`config.mk`:
```
export PLATFORM = sky130hd
export DESIGN_NAME = multicycle_ctrl
export DESIGN_NICKNAME = d
export VERILOG_FILES = /design/src/rtl/multicycle_ctrl.sv
export SDC_FILE = /design/constraint.sdc
export NUM_CORES = 1
export LEC_CHECK = 0
export CAP_MARGIN = 0
export CORE_MARGIN = 10
export CORE_UTILIZATION = 49
export DETAILED_ROUTE_END_ITERATION = 10
export MAX_ROUTING_LAYER = met4
export PLACE_DENSITY = 0.77
export SLEW_MARGIN = 20
export SYNTH_ARGS = -nofsm -noshare
export SYNTH_HDL_FRONTEND = slang
export SYNTH_SLANG_ARGS = --single-unit
```
`constraint.sdc`:
```
create_clock -name clk -period 3.02 [get_ports clk]
set_input_delay 0.604 -clock clk [delete_from_list [all_inputs] [get_ports clk]]
set_output_delay 0.604 -clock clk [all_outputs]
set_load 0.01 [all_outputs]
```
`src/rtl/multicycle_ctrl.sv`:
```
// Multi-cycle RV32I control FSM: sequences the shared memory/IR/ALU/regfile datapath,
// counts retired instructions and latches a sticky trap with its cause.
module multicycle_ctrl #(
    parameter int CNT_W   = 32,
    parameter int TIMEOUT = 16
) (
    input  logic             clk,
    input  logic             rst,
    input  logic [6:0]       OP,
    input  logic [2:0]       funct3,
    input  logic             OPb5,
    input  logic             zero,
    input  logic             lt,
    input  logic             ltu,
    input  logic             mem_ready,
    output logic             mem_req,
    output logic             mem_write,
    output logic             adr_src,
    output logic             ir_write,
    output logic             pc_write,
    output logic             reg_write,
    output logic [1:0]       alu_src_a,
    output logic [1:0]       alu_src_b,
    output logic [1:0]       alu_op,
    output logic [1:0]       result_src,
    output logic             retire,
    output logic [CNT_W-1:0] instr_cnt,
    output logic             trap,
    output logic [1:0]       trap_cause,
    output logic [3:0]       state_o
);

    localparam logic [3:0] S_FETCH    = 4'd0;
    localparam logic [3:0] S_DECODE   = 4'd1;
    localparam logic [3:0] S_MEMADR   = 4'd2;
    localparam logic [3:0] S_MEMREAD  = 4'd3;
    localparam logic [3:0] S_MEMWB    = 4'd4;
    localparam logic [3:0] S_MEMWRITE = 4'd5;
    localparam logic [3:0] S_EXECR    = 4'd6;
    localparam logic [3:0] S_EXECI    = 4'd7;
    localparam logic [3:0] S_ALUWB    = 4'd8;
    localparam logic [3:0] S_BRANCH   = 4'd9;
    localparam logic [3:0] S_JAL      = 4'd10;
    localparam logic [3:0] S_JALR     = 4'd11;
    localparam logic [3:0] S_UPPER    = 4'd12;
    localparam logic [3:0] S_TRAP     = 4'd15;

    localparam int WAIT_W = (TIMEOUT > 1) ? $clog2(TIMEOUT + 1) : 1;
    localparam logic [WAIT_W-1:0] WAIT_LAST = WAIT_W'((TIMEOUT > 0) ? TIMEOUT - 1 : 0);

    logic [3:0]        r_state;
    logic [WAIT_W-1:0] r_wait;
    logic [CNT_W-1:0]  r_cnt;
    logic [1:0]        r_cause;

    logic [3:0] w_next;
    logic [1:0] w_cause;
    logic       w_waiting;
    logic       w_timeout;
    logic       w_retire;

    assign w_timeout = (TIMEOUT > 0) && (r_wait == WAIT_LAST);

    always_comb begin
        w_next     = r_state;
        w_cause    = 2'b00;
        w_waiting  = 1'b0;
        mem_req    = 1'b0;
        mem_write  = 1'b0;
        adr_src    = 1'b0;
        ir_write   = 1'b0;
        pc_write   = 1'b0;
        reg_write  = 1'b0;
        alu_src_a  = 2'b00;
        alu_src_b  = 2'b00;
        alu_op     = 2'b00;
        result_src = 2'b00;
        case (r_state)
            S_FETCH: begin
                mem_req = 1'b1;
                if (mem_ready) begin
                    ir_write   = 1'b1;
                    pc_write   = 1'b1;
                    alu_src_b  = 2'b10;
                    result_src = 2'b10;
                    w_next     = S_DECODE;
                end else begin
                    w_waiting = 1'b1;
                    if (w_timeout) begin
                        w_next  = S_TRAP;
                        w_cause = 2'b11;
                    end
                end
            end
            S_DECODE: begin
                alu_src_a = 2'b01;
                alu_src_b = 2'b01;
                case (OP)
                    7'b0000011, 7'b0100011: w_next = S_MEMADR;
                    7'b0110011:             w_next = S_EXECR;
                    7'b0010011:             w_next = S_EXECI;
                    7'b1100011:             w_next = S_BRANCH;
                    7'b1101111:             w_next = S_JAL;
                    7'b1100111:             w_next = S_JALR;
                    7'b0110111, 7'b0010111: w_next = S_UPPER;
                    default: begin
                        w_next  = S_TRAP;
                        w_cause = 2'b01;
                    end
                endcase
            end
            S_MEMADR: begin
                alu_src_a = 2'b10;
                alu_src_b = 2'b01;
                w_next    = OPb5 ? S_MEMWRITE : S_MEMREAD;
            end
            S_MEMREAD, S_MEMWRITE: begin
                mem_req   = 1'b1;
                mem_write = (r_state == S_MEMWRITE);
                adr_src   = 1'b1;
                if (mem_ready) begin
                    w_next = (r_state == S_MEMWRITE) ? S_FETCH : S_MEMWB;
                end else begin
                    w_waiting = 1'b1;
                    if (w_timeout) begin
                        w_next  = S_TRAP;
                        w_cause = 2'b11;
                    end
                end
            end
            S_MEMWB: begin
                result_src = 2'b01;
                reg_write  = 1'b1;
                w_next     = S_FETCH;
            end
            S_EXECR, S_EXECI: begin
                alu_src_a = 2'b10;
                alu_src_b = (r_state == S_EXECI) ? 2'b01 : 2'b00;
                alu_op    = 2'b10;
                w_next    = S_ALUWB;
            end
            S_ALUWB: begin
                reg_write = 1'b1;
                w_next    = S_FETCH;
            end
            S_BRANCH: begin
                alu_src_a = 2'b10;
                alu_op    = 2'b01;
                w_next    = S_FETCH;
                case (funct3)
                    3'b000:  pc_write = zero;
                    3'b001:  pc_write = ~zero;
                    3'b100:  pc_write = lt;
                    3'b101:  pc_write = ~lt;
                    3'b110:  pc_write = ltu;
                    3'b111:  pc_write = ~ltu;
                    default: begin
                        w_next  = S_TRAP;
                        w_cause = 2'b10;
                    end
                endcase
            end
            S_JALR: begin
                alu_src_a = 2'b10;
                alu_src_b = 2'b01;
                w_next    = S_JAL;
            end
            // PC takes the target already in ALUOut while the ALU forms the link value
            S_JAL: begin
                alu_src_a = 2'b01;
                alu_src_b = 2'b10;
                pc_write  = 1'b1;
                w_next    = S_ALUWB;
            end
            S_UPPER: begin
                alu_src_b = 2'b01;
                if (OPb5) alu_op = 2'b11;
                else      alu_src_a = 2'b01;
                w_next = S_ALUWB;
            end
            S_TRAP:  w_next = S_TRAP;
            default: w_next = S_FETCH;
        endcase

        w_retire = (w_next == S_FETCH) &&
                   ((r_state == S_MEMWB) || (r_state == S_MEMWRITE) ||
                    (r_state == S_ALUWB) || (r_state == S_BRANCH));
        retire   = w_retire;
        trap     = (r_state == S_TRAP);

        if (rst) begin
            mem_req    = 1'b0;
            mem_write  = 1'b0;
            adr_src    = 1'b0;
            ir_write   = 1'b0;
            pc_write   = 1'b0;
            reg_write  = 1'b0;
            alu_src_a  = 2'b00;
            alu_src_b  = 2'b00;
            alu_op     = 2'b00;
            result_src = 2'b00;
            retire     = 1'b0;
            trap       = 1'b0;
        end
    end

    always_ff @(posedge clk) begin
        if (rst) begin
            r_state <= S_FETCH;
            r_wait  <= '0;
            r_cnt   <= '0;
            r_cause <= 2'b00;
        end else begin
            r_state <= w_next;
            r_wait  <= (w_waiting && (w_next == r_state)) ? r_wait + WAIT_W'(1) : '0;
            if (w_retire) r_cnt <= r_cnt + CNT_W'(1);
            if ((w_next == S_TRAP) && (r_state != S_TRAP)) r_cause <= w_cause;
        end
    end

    assign instr_cnt  = r_cnt;
    assign trap_cause = r_cause;
    assign state_o    = r_state;

endmodule
```
== Word level (Yosys, flattened, before mapping) ==
Cells that the tools add are included.
Operators by class
  $add $sub $neg: 2
  multiply operators: 0
  div/mod/pow operators: 0
  $lt $le $gt $ge: 0
  eq/ne operators: 31
  shifts and indexed selects: 0
  multiplexer cells: 43
  bitwise gates (word level): 4
  reduce and logical (&&, ||, !) cells: 22
Operator list (count)
  32-bit by 1-bit adder with 32-bit output (second input constant): 1
  4-bit one-hot mux with 8 select lines: 1
  4-bit equality test (second input constant): 7
  4-bit one-hot mux with 7 select lines: 1
  7-bit by 6-bit equality test with 1-bit output (second input constant): 3
  7-bit equality test (second input constant): 3
  1-bit 2-to-1 mux: 19
  2-bit 2-to-1 mux: 9
  2-bit one-hot mux with 3 select lines: 3
  4-bit by 3-bit equality test with 1-bit output (second input constant): 4
  4-bit 2-to-1 mux: 4
  7-bit by 5-bit equality test with 1-bit output (second input constant): 2
  2-bit OR reduction: 7
  3-bit equality test (second input constant): 4
  9-bit OR reduction: 1
  4-bit by 2-bit equality test with 1-bit output (second input constant): 2
  4-bit zero test: 2
  2-bit one-hot mux with 4 select lines: 1
  4-bit OR reduction: 2
  7-bit by 2-bit equality test with 1-bit output (second input constant): 1
  3-bit 2-to-1 mux: 2
  1-bit one-hot mux with 6 select lines: 1
  6-bit OR reduction: 1
  5-bit by 1-bit adder with 5-bit output (second input constant): 1
  13 further kinds: 20
Word-level totals
  flip-flop bits (word level): 43
  bits in latches: 0
  memory bits (writable): 0
  bits in read-only memories: 0
  input bits: 17
  output and inout bits: 54
  logic and storage cells: 106
  memories: 0

== Depth between registers and ports, before layout ==
Gate-level depths: netlist (run 1).
  depth in word-level cells: 8
  gate-level depth with buffers: 11
  depth with buffers taken out: 9

== Least setup slack after synthesis (run 1) ==
OpenSTA, ideal clock, no wires.
  path kind: register to output
  start: reg r_wait[0]
  end: out retire
  data arrival time: 2.099 ns
  required time: 2.416 ns
  slack: 0.317 ns
  cell stages (with the launch flop): 9
  buffers on the path: 0
  path through: dfxtp_1 ha_1 and3_1 ha_1 or4b_1 a311oi_1 nor4_4 nand2_1 nor2_1
On the way
  longest elaborated chain between the ends: 7
  elaborated cells between the ends (all ways): 8
  those cells by class: eq/ne (1); mux (5); reduce/logical (2)
Ends and longest elaborated chain
  start: declaration: RTL line 52  | logic [WAIT_W-1:0] r_wait;
  start signal: assignment: RTL line 215  | r_wait <= (w_waiting && (w_next == r_state)) ? r_wait + WAIT_W'(1) : '0;
  5-bit by 4-bit equality test with 1-bit output *: RTL line 62  | assign w_timeout = (TIMEOUT > 0) && (r_wait == WAIT_LAST);
  4-bit 2-to-1 mux *: RTL line 89, 125
  4-bit 2-to-1 mux (on tied branches): RTL line 121, 81
  4-bit one-hot mux with 8 select lines *: RTL line 78  | case (r_state)
  4-bit zero test *: RTL line 185  | w_retire = (w_next == S_FETCH) &&
  1-bit logical AND *: RTL line 185
  1-bit 2-to-1 mux *: RTL line 191  | if (rst) begin
  end: declaration: RTL line 26  | output logic retire,
Mark *: on every way between the ends. The rest lies on a longest branch, timed or not.

== Worst setup path in the final report (run 1) ==
Same ends and word-level chain as after synthesis.

==> results of run 1 <==
where the power goes:
group	switching, mW	internal, mW
Combinational	0.727	0.546
Clock	0.193	0.187
Sequential	0.0456	0.601
Total	0.966	1.33
flip-flops by register name, summed over array words and instances (netlist names):
register    flops
instr_cnt      32
r_wait          5
state_o         4
trap_cause      2
worst register-to-register path, delay by kind of cell (launching register included):
| kind | cells | cell delay (ns) |
|---|---|---|
| flops | 1 | 0.34 |
| compound gates | 1 | 0.13 |
| buf+inv | 3 | 0.53 |
| simple gates | 5 | 1.23 |
| fa+ha+maj | 2 | 0.32 |
| xor+xnor | 1 | 0.17 |
cell families (layout without fill, tap and decap cells):
family | count (synthesis) | in the layout
compound gates | 71 | 71
xor+xnor | 22 | 22
fa+ha+maj | 3 | 3
buf+inv | 34 | 123
flops | 43 | 43
mux | 2 | 2
simple gates | 173 | 173
synth_stat cells (4+ instances only):
cell	instances
sky130_fd_sc_hd__nand3_1	18
sky130_fd_sc_hd__xnor2_1	13
sky130_fd_sc_hd__nor2_1	33
sky130_fd_sc_hd__nand2b_1	7
sky130_fd_sc_hd__inv_1	11
sky130_fd_sc_hd__xor2_1	9
sky130_fd_sc_hd__or3_1	8
sky130_fd_sc_hd__dfxtp_1	43
sky130_fd_sc_hd__a31oi_1	4
sky130_fd_sc_hd__o31ai_1	5
sky130_fd_sc_hd__a21o_1	4
sky130_fd_sc_hd__and3_1	11
sky130_fd_sc_hd__nor4_1	12
sky130_fd_sc_hd__a21oi_1	23
sky130_fd_sc_hd__clkbuf_1	15
sky130_fd_sc_hd__o21ai_0	16
sky130_fd_sc_hd__nor3_1	14
sky130_fd_sc_hd__buf_2	4
sky130_fd_sc_hd__nand4_1	13
sky130_fd_sc_hd__nand2_1	24
layer usage:
| layer | global-route usage [%] | vias up | part of all wire [%] |
|---|---|---|---|
| li1 | - | 1457 | - |
| met1 | 23.96 | 1353 | 46 |
| met2 | 29.06 | 96 | 46 |
| met3 | 3.597 | 11 | 6.7 |
| met4 | 5.443 | 0 | 1.3 |
| met5 | - | - | 0 |
layout make-up:
cell class / instances / area, um2 / area share (%)
clock buffers: 7 / 86.33 / 2.267
clock inverters: 1 / 8.758 / 0.2300
inverters: 11 / 41.29 / 1.084
multi-input cells: 271 / 1777 / 46.65
flip-flops and latches: 43 / 863.3 / 22.67
well taps: 70 / 87.58 / 2.300
repair buffers: 104 / 944.7 / 24.80
repair_timing:
item,4_1_cts,5_1_grt
endpoints found under the setup margin,2,6
hold buffers,0,0
resized for setup,9,12
pin swaps,2,4
buffers inserted,1,1
worst max-delay path by stage:
stage / start / endpoint / slack [ns] / cells past startpoint
after global routing: r_wait[0] / retire / -0.03 / 9
after detailed placement: OP[3] / retire / -0.17 / 7
final: r_wait[0] / retire / 0.04 / 9
after global placement: OP[3] / retire / -0.13 / 7
after CTS: r_wait[0] / retire / 0.08 / 9
after floorplan: r_wait[0] / retire / 0.32 / 8
per-stage QoR:
stage               power [mW]  hold slack (ns)  cell area, um2  utilization [%]  setup TNS (ns)
floorplan                1.389           0.4330            2703                -               0
CTS                      2.249           0.4879            3747            71.55               0
finish                   2.301           0.4969            3809            72.72               0
global route             2.441           0.5267            3809            72.72        -0.02694
global placement         1.849           0.4678            3623            69.18         -0.1317
detailed placement       1.856           0.4712            3623            69.18         -0.5912
==> results by stage, run 1 <==
GRT:
- The via count of the first global-routing pass is 2831.
- The global-route wire length before repair is 13570 um.
- Entering global routing, the biggest net connects 40 pins.
- The total track usage is 18.72%.
- The number of antenna violations at the first check in global routing came to 0.
- The total congestion overflow after global routing is 0.

Timing:
- Headroom to the max-slew limit came out at 59.63%.
- The least setup slack across all paths after layout is 0.03944 ns.
- Setup violations remaining at the end of the flow were counted as 0.
- Static timing analysis puts the maximum clock frequency at 335.5 MHz.
- Setup repair after global routing could not meet its margin everywhere.
- The minimum clock period is 2.981 ns.
- The count of pins over their slew limit was 0.
- The clock arrives with 0.01242 ns of skew.
- The number of endpoints with negative hold slack in the final report came to 0.
- The final worst-path cycle share is 98.69%.
- At the pin with the least slew margin, the transition time is 0.6001 ns.

Synth:
- The compound-gate portion of the synthesized area is 16.85%.
- Counting flops with a built-in enable in the synthesized netlist gives 0.
- Counting flops and latches in the post-synthesis netlist gives 43.
- The number of nets in the synthesized netlist is 368.
- Summed over all instances, the cell type with the most area after synthesis is sky130_fd_sc_hd__dfxtp_1.
- In this run the biggest area consumer among cell types represents 31.85% of the synthesized area.
- The share of the synthesized netlist area taken by xor and xnor gates is 7.130%.
- The number of distinct library cells after synthesis is 58.
- Multiplexer cells account for 0.7407% of the synthesized area.
- Sorting the synthesized cells by area gives the leading types as sky130_fd_sc_hd__dfxtp_1 (32%), sky130_fd_sc_hd__nor2_1 (4.6%), sky130_fd_sc_hd__a21oi_1 (4.3%).
- The most used flip-flop cell after synthesis is sky130_fd_sc_hd__dfxtp_1.
- The count of mapped cells out of synthesis is 348.
- After synthesis, the largest family of logic cells by area is simple AND/OR/NAND/NOR gates.
- Of the total synthesized cell area, the portion taken by AND, OR, NAND and NOR gates is 36.71%.
- The sequential share of the synthesized area is 31.85%.
- A synthesized cell averages 7.766 um2.
- During synthesis, Yosys emitted a total of 0 warnings.
- The post-synth design cell area is 2703 um2.
- Of all flip-flops after synthesis, the portion carrying an async set or reset was 0%.
- The post-synthesis adder-cell area fraction is 1.389%.

CTS:
- The H-tree generated during clock tree synthesis spans 2 levels.
- In this run, CTS created clock tree buffers numbering 5.
- The maximum buffer depth of the clock tree is 2.
- The sink count of the clock tree is 43.
- Clock-pin slew was measured on the worst setup and hold paths at 0.08 ns.
- The CTS tree is done.
- The clock root buffer master is sky130_fd_sc_hd__clkbuf_8.
- The clock latency on the worst-skew pair is 0.30 ns.

Layout:
- Cells with a size suffix above 1 make up 13.96% of the layout.
- For this run, the number of standard cells in the final layout without fillers is 507.
- In the layout the commonest cells are sky130_fd_sc_hd__clkdlybuf4s50_1 (67), sky130_fd_sc_hd__dfxtp_1 (41), sky130_fd_sc_hd__buf_4 (34).
- The final layout net count is 456.
- The signed area change from the synthesized netlist to the final layout is 40.93%.
- The filler cell count in the final layout is 448.
- Leaving out fill and tap cells, the most frequent cell in the layout is sky130_fd_sc_hd__clkdlybuf4s50_1.
- 0 antenna diodes ended up in the layout.

Setup path:
- STA classifies the critical path startpoint as a flop.
- In this design, the largest share of critical-path delay is due to simple AND/OR/NAND/NOR gates.
- The data arrival time of the critical path is 2.38 ns.
- The critical path goes through ha_4, and3_4, ha_4, or4b_4, a311oi_4, nor4_4, nand2_1, nor2_2, buf_2.
- The cell with the most instances on the worst path is sky130_fd_sc_hd__ha_4.
- The critical path required time is 2.42 ns.
- For flop-to-flop paths, the worst setup slack is 0.20 ns.
- The endpoint of the most critical register-to-register path is instr_cnt[6].
- The launching point of the worst reg2reg path is r_wait[0].
- The largest fanout of any net on the critical path is 2.
- The number of buffers and inverters on the critical path is 1.
- The nature of the critical path endpoint is a primary output.
- By startpoint and endpoint, the worst setup path is classified as flop to primary output.
- The cell at the slowest stage of the critical path is sky130_fd_sc_hd__or4b_4.
- The maximum cell stage delay along the critical path is 0.47 ns.
- The worst reg2reg path depth is 12.

Place:
- The cell count after placement is 497.
- The half-perimeter wire length of the detailed placement result is 6078 um.
- The count of input and output buffers is 70.
- The setup slack at placement is -0.1668 ns.
- At the end of routability-driven placement, the weighted congestion stood at 0.8943.

Routing:
- For this run, the detailed router's first-pass iteration total came to 5.
- The detailed router finished its first iteration with 197 violations.
- The final wirelength is 8313 um.
- In the routed layout, each cell is associated on average with a via count of 5.753.
- The count of nets left with antenna violations once routing finished came out at 0.
- For this run, design rule violations remaining after detail routing come to 0.
- The per-cell routed wire length is 16.40 um.
- The via count of the routed design is 2917.

Hold path:
- The worst hold path terminates at trap_cause[1].
- The startpoint identified for the worst hold timing path is trap_cause[1].
- The class of the most critical hold timing path is flop to flop.
- Along the worst hold path, the cell count comes to 2.

Floorplanning:
- The die is 94.27 um wide.
- The floorplan has 26 rows.
- The die is 94.27 um tall.
- The region available for standard cell placement spans 5238 um2.
- The die footprint is 8886 um2.
- The top-level I/O count is 71.
- Once the floorplan was initialized, standard cells occupied 51.60% of the core.

Pwr:
- Summed over all cells, the static leakage comes to 1.308 nW.
- The ratio of total power to cell area is 604.2 nW/um2.
- The worst ir drop on vdd is 0.3620 mV.

Outcome:
- The flow ran to the end, and the final reports show no timing, DRC or antenna violations.

Flow run:
- Max-cap violations in this run came to 0.
Note: power is estimated with default switching activity, not from simulation.
==> run 2, diff against run 1 <==
CORE_UTILIZATION = 51   (was 49)
CTS_BUF_LIST = sky130_fd_sc_hd__clkbuf_8   (was unset)
PLACE_DENSITY = 0.8   (was 0.77)
==> run 2 against run 1 <==
Compared with the run above: clock-buffer cell count shrank 2; register-to-register slack hardly changed; combinational power hardly changed; core utilization increased by 2.0 points; worst setup slack gained 0.00090 ns; cell count rose by 0.39%; worst hold slack got worse by 0.014 ns; global-route usage up 0.33 points; cell area rose by 0.16%; critical endpoint unchanged.
==> results by stage, run 2 (synthesis results as in run 1) <==
GRT:
- The via count of the first global-routing pass came to 2913 (+2.9%).
- The total track usage is 19.05% (+0.33 points).
- The total congestion overflow after global routing is 0 (unchanged).
- The pin count of the biggest net entering global routing was 40 (unchanged).
- The number of antenna violations at the first check in global routing is 0 (unchanged).
- The global-route wire length before repair was 13600 um (+0.25%).

Timing:
- The normalized max-slew margin is 62.89% (+3.3 points).
- The worst clock skew is 0.004689 ns (-0.007732 ns).
- The maximum achievable frequency was 335.6 MHz (about the same).
- The aggregate negative setup slack came to 0 ns (unchanged).
- The pin slew with the least headroom to its limit is 0.5426 ns (-0.05751 ns).
- The minimum clock period was 2.980 ns (-0.0008953 ns).
- The final worst-path cycle share is 98.66% (about the same).
- The count of pins over their slew limit is 0 (unchanged).
- Setup repair after global routing could not meet its margin everywhere.
- The total of endpoints with negative setup slack in the final report is 0 (unchanged).
- The number of endpoints with negative hold slack in the final report was 0 (unchanged).
- The hold slack came to 0.4826 ns (-0.01431 ns).

Floorplanning:
- The number of rows created at floorplan is 26 (unchanged).
- The area of the core came to 5107 um2 (-2.5%).
- The starting utilization of the core area is 52.92% (+1.3 points).
- The die extent in x is 92.80 um (-1.6%).
- The die height is 92.80 um (-1.6%).
- The die footprint is 8611 um2 (-3.1%).
- The top-level I/O count was 71 (unchanged).

Layout:
- The final cell count without fillers came to 509 (+0.39%).
- The final antenna diode count is 0 (unchanged).
- Leaving out fill and tap cells, the most frequent cells in the layout are sky130_fd_sc_hd__clkdlybuf4s50_1 (66), sky130_fd_sc_hd__dfxtp_1 (43), sky130_fd_sc_hd__buf_4 (36).
- Compared with the post-synthesis result, the final layout area differs by 41.16%.
- The filler cell count in the final layout came to 414 (-7.6%).
- The flip-flop count of the largest register after layout is 32 (unchanged).
- The final layout net count was 458 (+0.44%).
- The fraction of the core area covered by cells at the end of the flow is 74.69% (+2.0 points).
- The share of post-route cells with drive strength above 1 is 13.67% (-0.29 points).
- The leading cell type in the layout, fill and taps excluded is sky130_fd_sc_hd__clkdlybuf4s50_1.

Place:
- The cell count after placement was 500 (+0.60%).
- The final weighted congestion of routability-driven global placement is 0.9149 (+2.3%).
- The half-perimeter wire length of the detailed placement result was 6350 um (+4.5%).
- The count of input and output buffers is 70 (unchanged).

Routing:
- The initial detailed-routing violation count was 166 (-16%).
- The detailed-router iteration count before antenna repair is 4 (-1).
- The met1 routed wirelength after detailed routing is 3626 um (-4.7%).
- The final antenna-violating net count is 0 (unchanged).
- The number of remaining DRC errors is 0 (unchanged).
- The final wirelength is 8231 um (-0.99%).
- The routed length on met2 is 4060 um (+5.6%).
- The via-per-instance ratio is 5.864 (+1.9%).
- The via count of the routed design is 2985 (+2.3%).
- The met3 wirelength from detailed routing came to 417 um (-25%).
- The per-cell routed wire length was 16.17 um (-1.4%).
- Routed signal wires occupy layers up through met4.

Outcome:
- The run finished with clean final reports.

Hold path:
- The worst hold path cell count was 2 (unchanged).
- The class of the most critical hold timing path is flop to flop.
- The end point of the most critical hold path is trap_cause[1].
- The startpoint identified for the worst hold timing path is trap_cause[1].

Setup path:
- The endpoint of the most critical register-to-register path is instr_cnt[20].
- The worst register-to-register path begins at r_wait[0].
- The worst reg2reg path depth was 12 (unchanged).
- The largest fanout of any net on the critical path is 2 (unchanged).
- The critical path required time is 2.42 ns (about the same).
- The cell that appears most often on the critical path is sky130_fd_sc_hd__ha_1.
- The data arrival time of the critical path is 2.38 ns (about the same).
- The category of the critical setup timing path is flop to primary output.
- STA classifies the critical path startpoint as a flop.
- The nature of the critical path endpoint is a primary output.
- The critical path goes through ha_1, and3_1, ha_1, or4b_4, a311oi_4, nor4_4, nand2_1, nor2_2, clkdlybuf4s15_2.
- The setup slack of the worst register-to-register path is 0.19 ns (about the same).
- The slowest stage of the critical path belongs to the cell sky130_fd_sc_hd__or4b_4.
- The maximum cell stage delay along the critical path came to 0.47 ns (about the same).

Flow run:
- The max-capacitance violation count came to 0 (unchanged).

CTS:
- The number of levels in the clock H-tree is 2 (unchanged).
- The number of clock buffers inserted by TritonCTS is 5 (unchanged).
- TritonCTS built the clock tree.
- The sink count of the clock tree is 43 (unchanged).
- The maximum buffer depth of the clock tree came to 2 (unchanged).
- The clock latency on the worst-skew pair came to 0.30 ns (about the same).
- The root buffer cell chosen for the clock tree is sky130_fd_sc_hd__clkbuf_8.
- The clock slew seen by the registers of the worst setup and hold paths is 0.09 ns (about the same).
- The hold-fix buffer count after cts is 0 (unchanged).

Pwr:
- The leakage power is 1.333 nW (+1.9%).
- The ratio of total power to cell area was 607.1 nW/um2 (+0.49%).
- The worst ir drop on vdd came to 0.5405 mV (+49%).
run 2: cell count changes in the layout (fill, tap and decap cells not counted), sizes merged:
cell	before	now
clkdlybuf4s50	67	66
clkinvlp	0	2
clkdlybuf4s15	0	1
clkbuf	7	5
buf	36	37
clkinv	1	0
dlymetal6s2s	0	1
inv	11	12
run 2: cell type report:
cell class                 instances  area, um2  area share (%)
clock buffer                       5      68.82           1.804
clock inverter                     3      23.77          0.6232
inverter                          11      41.29           1.082
multi-input combinational        271       1764           46.24
sequential                        43      860.8           22.56
tap                               70      87.58           2.296
timing repair buffer             106      968.4           25.39
run 2: metal layers:
layer,vias to the layer above,GRT usage [%]
met3,14,4.036
li1,1460,-
met5,-,-
met2,101,32.01
met4,0,5.527
met1,1410,22.32
run 2: worst max path at each step:
stage / start / slack (ns) / cells past startpoint / to
global route: r_wait[1] / -0.11 / 9 / retire
CTS: r_wait[0] / 0.01 / 10 / retire
global placement: OP[3] / -0.12 / 7 / retire
finish: r_wait[1] / 0.04 / 9 / retire
detailed placement: OP[4] / -0.14 / 7 / retire
floorplan: r_wait[0] / 0.32 / 8 / retire
run 2: report_power, final:
part,internal (mW),switching (mW)
Sequential,0.600,0.0491
Clock,0.166,0.217
Combinational,0.547,0.737
Total,1.31,1.00
run 2: through the flow:
| step | power, mW | cell area [um2] | setup WS, ns |
|---|---|---|---|
| finish | 2.316 | 3815 | 0.04034 |
| global route | 2.473 | 3815 | -0.1065 |
| CTS | 2.264 | 3767 | 0.01401 |
| detailed placement | 1.879 | 3646 | -0.1394 |
| global placement | 1.866 | 3646 | -0.1184 |
| floorplan | 1.389 | 2703 | 0.3169 |
run 2: timing repair:
| item | in CTS | in global routing |
|---|---|---|
| resized for setup | 7 | 9 |
| buffers inserted | 1 | 0 |
| hold endpoints to repair | 0 | 0 |
| gates cloned | 0 | 0 |
| pin swaps | 2 | 2 |
| endpoints found under the setup margin | 2 | 7 |
run 2: critical path: cells and delay by family (launching register included):
kind,cells,cell delay (ns)
and+or+nand+nor,5,0.89
DFF,1,0.35
adders and majority gates,2,0.33
AOI/OAI and AO/OA,1,0.28
buffers and inverters,1,0.23
